===== src/rtl/debug_uart_tx_pkg.sv =====
// Shared constants for the debug-port UART transmitter.
// FSM encoding, framing sizes and the default sync header byte.
package debug_uart_tx_pkg;

  localparam logic [2:0] ST_IDLE  = 3'd0;
  localparam logic [2:0] ST_START = 3'd1;
  localparam logic [2:0] ST_DATA  = 3'd2;
  localparam logic [2:0] ST_STOP  = 3'd3;
  localparam logic [2:0] ST_DONE  = 3'd4;

  localparam logic [7:0] HEADER_BYTE_DEF = 8'hA5;

  localparam int BITS_PER_BYTE = 8;
  localparam int FRAME_BITS    = 10;

  localparam int FRAME_BYTES_BASE = 8;
  localparam int FRAME_BYTES_CSUM = 9;

  localparam int FRAME_LEN_BASE = FRAME_BITS * FRAME_BYTES_BASE;
  localparam int FRAME_LEN_CSUM = FRAME_BITS * FRAME_BYTES_CSUM;

  function automatic logic [7:0] xor_bytes(
    input logic [6:0][7:0] b
  );
    logic [7:0] x;
    x = '0;
    for (int i = 0; i < 7; i++) begin
      x = x ^ b[i];
    end
    return x;
  endfunction

endpackage


===== src/rtl/debug_uart_tx_uart_tx_byte.sv =====
// 8N1 byte serialiser; a start seen in the last stop-bit cycle
// chains the next byte with no idle gap.
module uart_tx_byte
  import debug_uart_tx_pkg::*;
#(
  parameter int CLKS_PER_BIT = 434
) (
  input  logic       clk,
  input  logic       rst_n,
  input  logic       start,
  input  logic [7:0] data,
  output logic       done,
  output logic       tx
);

  localparam int CW = $clog2(CLKS_PER_BIT);
  localparam logic [CW-1:0] CNT_MAX = CW'(CLKS_PER_BIT - 1);
  localparam logic [2:0] LAST_BIT = 3'(BITS_PER_BYTE - 1);

  logic [2:0]    state;
  logic [CW-1:0] cnt;
  logic [2:0]    bit_idx;
  logic [7:0]    shreg;
  logic          wrap;

  assign wrap = (cnt == CNT_MAX);
  assign done = (state == ST_STOP) && wrap;

  always_ff @(posedge clk or negedge rst_n) begin
    if (!rst_n) begin
      state   <= ST_IDLE;
      cnt     <= '0;
      bit_idx <= '0;
      shreg   <= '0;
      tx      <= 1'b1;
    end else begin
      cnt <= (state == ST_IDLE || wrap) ? '0 : cnt + 1'b1;
      unique case (state)
        ST_IDLE: begin
          if (start) begin
            shreg <= data;
            state <= ST_START;
            tx    <= 1'b0;
          end
        end
        ST_START: begin
          if (wrap) begin
            state   <= ST_DATA;
            bit_idx <= '0;
            tx      <= shreg[0];
          end
        end
        ST_DATA: begin
          if (wrap) begin
            if (bit_idx == LAST_BIT) begin
              state <= ST_STOP;
              tx    <= 1'b1;
            end else begin
              bit_idx <= bit_idx + 1'b1;
              shreg   <= shreg >> 1;
              tx      <= shreg[1];
            end
          end
        end
        ST_STOP: begin
          if (wrap) begin
            if (start) begin
              shreg <= data;
              state <= ST_START;
              tx    <= 1'b0;
            end else begin
              state <= ST_IDLE;
            end
          end
        end
        default: begin
          state <= ST_IDLE;
          tx    <= 1'b1;
        end
      endcase
    end
  end

endmodule


===== src/rtl/debug_uart_tx.sv =====
// Snapshots debug ports and sends them as one 8N1 frame.
// Define DEBUG_TX_CHECKSUM_EN to append an XOR checksum byte.
module debug_uart_tx
  import debug_uart_tx_pkg::*;
#(
  parameter int         CLKS_PER_BIT = 434,
  parameter logic [7:0] HEADER_BYTE  = HEADER_BYTE_DEF
) (
  input  logic       clk_i,
  input  logic       nreset_i,
  input  logic [7:0] port1_i,
  input  logic [7:0] port2_i,
  input  logic [7:0] port3_i,
  input  logic [7:0] port4_i,
  input  logic [7:0] port5_i,
  input  logic [7:0] port6_i,
  input  logic [7:0] port7_i,
  input  logic       send_i,
  output logic       busy_o,
  output logic       frame_done_o,
  output logic       tx_o
);

`ifdef DEBUG_TX_CHECKSUM_EN
  localparam int NBYTES = FRAME_BYTES_CSUM;
`else
  localparam int NBYTES = FRAME_BYTES_BASE;
`endif
  localparam logic [3:0] LAST_IDX = 4'(NBYTES - 1);

  logic [2:0]      state;
  logic [3:0]      byte_idx;
  logic [6:0][7:0] snap;
  logic            accept;
  logic            byte_done;
  logic            chain;
  logic            eng_start;
  logic [7:0]      eng_data;

  assign accept    = send_i && !busy_o;
  assign chain     = byte_done && (byte_idx != LAST_IDX);
  assign eng_start = accept || chain;

  // byte_idx names the byte now on the line; chain loads the next one
  always_comb begin
    eng_data = HEADER_BYTE;
    if (!accept) begin
      for (int i = 0; i < 7; i++) begin
        if (byte_idx == 4'(i)) eng_data = snap[i];
      end
`ifdef DEBUG_TX_CHECKSUM_EN
      if (byte_idx == 4'd7) eng_data = xor_bytes(snap);
`endif
    end
  end

  always_ff @(posedge clk_i or negedge nreset_i) begin
    if (!nreset_i) begin
      state        <= ST_IDLE;
      byte_idx     <= '0;
      snap         <= '0;
      busy_o       <= 1'b0;
      frame_done_o <= 1'b0;
    end else begin
      frame_done_o <= 1'b0;
      if (accept) begin
        snap     <= {port7_i, port6_i, port5_i, port4_i,
                     port3_i, port2_i, port1_i};
        byte_idx <= '0;
        busy_o   <= 1'b1;
        state    <= ST_DATA;
      end else if (state == ST_DATA && byte_done) begin
        if (byte_idx == LAST_IDX) begin
          byte_idx     <= '0;
          busy_o       <= 1'b0;
          frame_done_o <= 1'b1;
          state        <= ST_DONE;
        end else begin
          byte_idx <= byte_idx + 1'b1;
        end
      end else if (state == ST_DONE) begin
        state <= ST_IDLE;
      end
    end
  end

  uart_tx_byte #(
    .CLKS_PER_BIT(CLKS_PER_BIT)
  ) u_byte (
    .clk   (clk_i),
    .rst_n (nreset_i),
    .start (eng_start),
    .data  (eng_data),
    .done  (byte_done),
    .tx    (tx_o)
  );

endmodule


===== config.mk =====
export PLATFORM = sky130hd
export DESIGN_NAME = debug_uart_tx
export DESIGN_NICKNAME = d
export VERILOG_FILES = /design/src/rtl/debug_uart_tx_pkg.sv /design/src/rtl/debug_uart_tx_uart_tx_byte.sv /design/src/rtl/debug_uart_tx.sv
export SDC_FILE = /design/constraint.sdc
export NUM_CORES = 1
export LEC_CHECK = 0
export BUFFER_PORTS_ARGS = -buffer_cell sky130_fd_sc_hd__buf_2
export CAP_MARGIN = 40
export CORE_MARGIN = 2
export CORE_UTILIZATION = 35
export CTS_BUF_LIST = sky130_fd_sc_hd__clkbuf_8
export CTS_CLUSTER_DIAMETER = 120
export DETAILED_ROUTE_END_ITERATION = 8
export PLACE_DENSITY = 0.64
export SYNTH_ARGS = -nofsm -noshare
export SYNTH_HDL_FRONTEND = slang
export SYNTH_SLANG_ARGS = --single-unit
export TNS_END_PERCENT = 30

===== constraint.sdc =====
create_clock -name clk_i -period 3.8 [get_ports clk_i]
set_input_delay 0.76 -clock clk_i [delete_from_list [all_inputs] [get_ports clk_i]]
set_output_delay 0.76 -clock clk_i [all_outputs]
set_load 0.05 [all_outputs]

==> run summary <==
Final hold violation count -> 0
Asr flop ratio synth -> 100%
Fin crit share -> 72.6%
Netlist cell types -> 54
Clock sinks -> 87
Num CTS Buffers -> 9
Clock Skew -> 0.0128 ns
Area grow syn2layout -> 14.5%
Met2 GRT Util -> 24.1%
FF+latch count, synth -> 87
Area after DPL -> 4720 um^2
VDD IR max -> 0.237 mV
Fill count -> 1129
Worst min path class -> input pin to asynchronous set/reset pin
Yosys top cell by area -> dfrtp_1
Fraction of layout cells with a size suffix above 1 -> 32.9%
Post_cts resized -> 0
Initial Util -> 35.7%
Crit path capture type -> flip-flop
Max Buffers Root-to-Sink -> 2
H-tree depth -> 3
Cell at the root of the clock tree -> clkbuf_8
Final Util -> 40.9%
CP arrival -> 3.01 ns
Most frequent cell after synthesis -> dfrtp_1
Register area share after synthesis -> 51.0%
First-pass GRT wire length -> 15700 um
Crit-path max FO -> 16
Cells along the critical path -> inv_1, ha_1, inv_1, o221a_2, or3_1, a221o_1, a32o_1
Met1 Resource Use GR -> 20.4%
Max_cap viols -> 0
Core area -> 12000 um^2
Reg2Reg Setup Slack -> 1.04 ns
Post-synth EDFFs -> 0
Routed Antenna Nets -> 0
Commonest register cell after synthesis -> dfrtp_1
Finished Layout Cells -> 578
PD cells -> 348 nW/um^2
Placer congestion estimate -> 0.843
Busiest metal layer after global routing -> met2
Top cells by area in the synthesized netlist -> dfrtp_1, mux2_2, ha_1, o21ai_0, clkbuf_1
Syn Area/Cell -> 11.4 um^2
Final Power -> 1700 uW
Setup TNS -> 0 ns
Outcome -> finished clean
Synth top cells by count -> dfrtp_1, mux2_2, clkbuf_1, nor2_1, o21ai_0
Clk slew on worst S/H paths -> 0.10 ns
Final Cell Area -> 4890 um^2
Setup crit start kind -> flip-flop
Mapped Nets -> 445
CP required -> 4.05 ns
CP max stage delay -> 0.52 ns
Final WL -> 9520 um
Crit path time final -> 2.76 ns
Crit-path slowest cell -> ha_1
Die ar. -> 13100 um^2
Slew HR -> 59.7%
WP buf/inv -> 2
FP Rows -> 40
Initial antenna violation count -> 0
DR DRC count -> 0
DRT iter0 DRCs -> 119
Hpwl dp -> 6900 um
Syn Inst Count -> 374
Via density -> 5.43
Worst path top cell family by delay -> compound AO/OA/AOI/OAI gates
Final setup fails -> 0
Average wire per standard cell -> 16.5 um
1st-pass router iterations -> 4
Syn Std Cell Area -> 4270 um^2
Overall routing resource usage -> 15.2%
Fmax -> 362 MHz
Vias in the first global route -> 3149
Post-placement cell count -> 563
Chip height -> 115 um
CTS tree -> yes
Setup Crit Path Kind -> flip-flop to flip-flop
Largest net degree at the start of global routing -> 50
Yosys warns -> 0
Skew-Pair Late Insertion Delay -> 0.36 ns
Post-synth top area share -> 50.4%
Grt ovf -> 0
CP dominant cell by count -> inv_1
Lkg Pwr -> 0.00221 uW
Port Buffers -> 61
Vias after detailed routing -> 3140
Die width -> 115 um
Max-slew violations -> 0
Grt met3 use -> 3.81%
RSZ-0062 raised after global routing -> false
Worst-margin pin slew -> 0.605 ns
IO Count -> 62
Cts hold-fix bufs -> 0
Setup Buffers After CTS -> 0
Number of antenna repair diodes -> 0
Nets -> 498
-- kinds of logic (layout without fill, tap and decap cells) --
| kind of cell | after synthesis | in the layout | share of synthesized area (%) |
|---|---|---|---|
| muxes | 57 | 57 | 15.0 |
| adders and majority gates | 12 | 12 | 3.51 |
| buffers and inverters | 38 | 95 | 3.37 |
| AOI/OAI and AO/OA | 87 | 87 | 15.0 |
| and+or+nand+nor | 85 | 85 | 10.5 |
| DFF | 87 | 87 | 51.0 |
| xor gates and xnor gates | 8 | 8 | 1.64 |
-- sequential cells by signal (all words and copies together) (netlist names) --
name,count
snap,56
u_byte.cnt,9
u_byte.shreg,8
byte_idx,4
u_byte.bit_idx,3
state,2
u_byte.state,2
busy_o,1
frame_done_o,1
u_byte.tx,1
-- placed cells by master (no fill, tap or decap), drive strengths merged, types with 6 or more instances in the layout --
| cell type | netlist | routed |
|---|---|---|
| clkbuf | 20 | 9 |
| a211oi | 6 | 6 |
| nand2 | 14 | 14 |
| dfrtp | 86 | 86 |
| nand3 | 6 | 6 |
| nor3 | 6 | 6 |
| mux2 | 55 | 55 |
| nor2 | 20 | 20 |
| nor2b | 10 | 10 |
| a21oi | 13 | 13 |
| o21ai | 20 | 20 |
| buf | 2 | 64 |
| ha | 12 | 12 |
| inv | 16 | 17 |
-- path summary, 6_finish.rpt --
kind | cells past startpoint | to | from
min in group clk_i | 1 | u_byte.shreg[2] | u_byte.shreg[2]
setup reg to reg | 7 | u_byte.shreg[5] | byte_idx[1]
hold reg to reg | 1 | u_byte.shreg[2] | u_byte.shreg[2]
max in group asynchronous | 2 | u_byte.tx | nreset_i
setup / recovery | 7 | u_byte.shreg[5] | byte_idx[1]
hold / removal | 1 | snap[9] | nreset_i
-- metrics by stage --
stage | hold WS, ns | setup WS (ns)
after floorplan | 0.461 | 1.51
after global placement | 0.471 | 1.06
after detailed placement | 0.481 | 1.05
after CTS | 0.405 | 1.04
after global routing | 0.411 | 0.959
final | 0.388 | 1.04
-- report_power, final --
group | switching (uW) | internal, uW | total (uW)
Combinational | 71.8 | 70.5 | 142
Clock | 340 | 237 | 577
Sequential | 25.7 | 959 | 984
Total | 438 | 1270 | 1700
-- layer usage --
metal	vias to the layer above	share of wire [%]	wire [um]
met2	87	48	4550
met5	-	0	0
li1	1481	-	-
met3	12	5.1	490
met4	0	1.7	166
met1	1560	45	4310
-- layout make-up --
type / count / area, um^2 / share of cell area, %
Clock buffer: 9 / 124 / 2.53
Clock inverter: 6 / 46.3 / 0.946
Inverter: 16 / 60.1 / 1.23
Multi-Input combinational cell: 249 / 1960 / 40.0
Sequential cell: 87 / 2180 / 44.5
Tap cell: 147 / 184 / 3.76
Timing Repair Buffer: 64 / 343 / 7.00
Power figures use the tool's default switching activity.
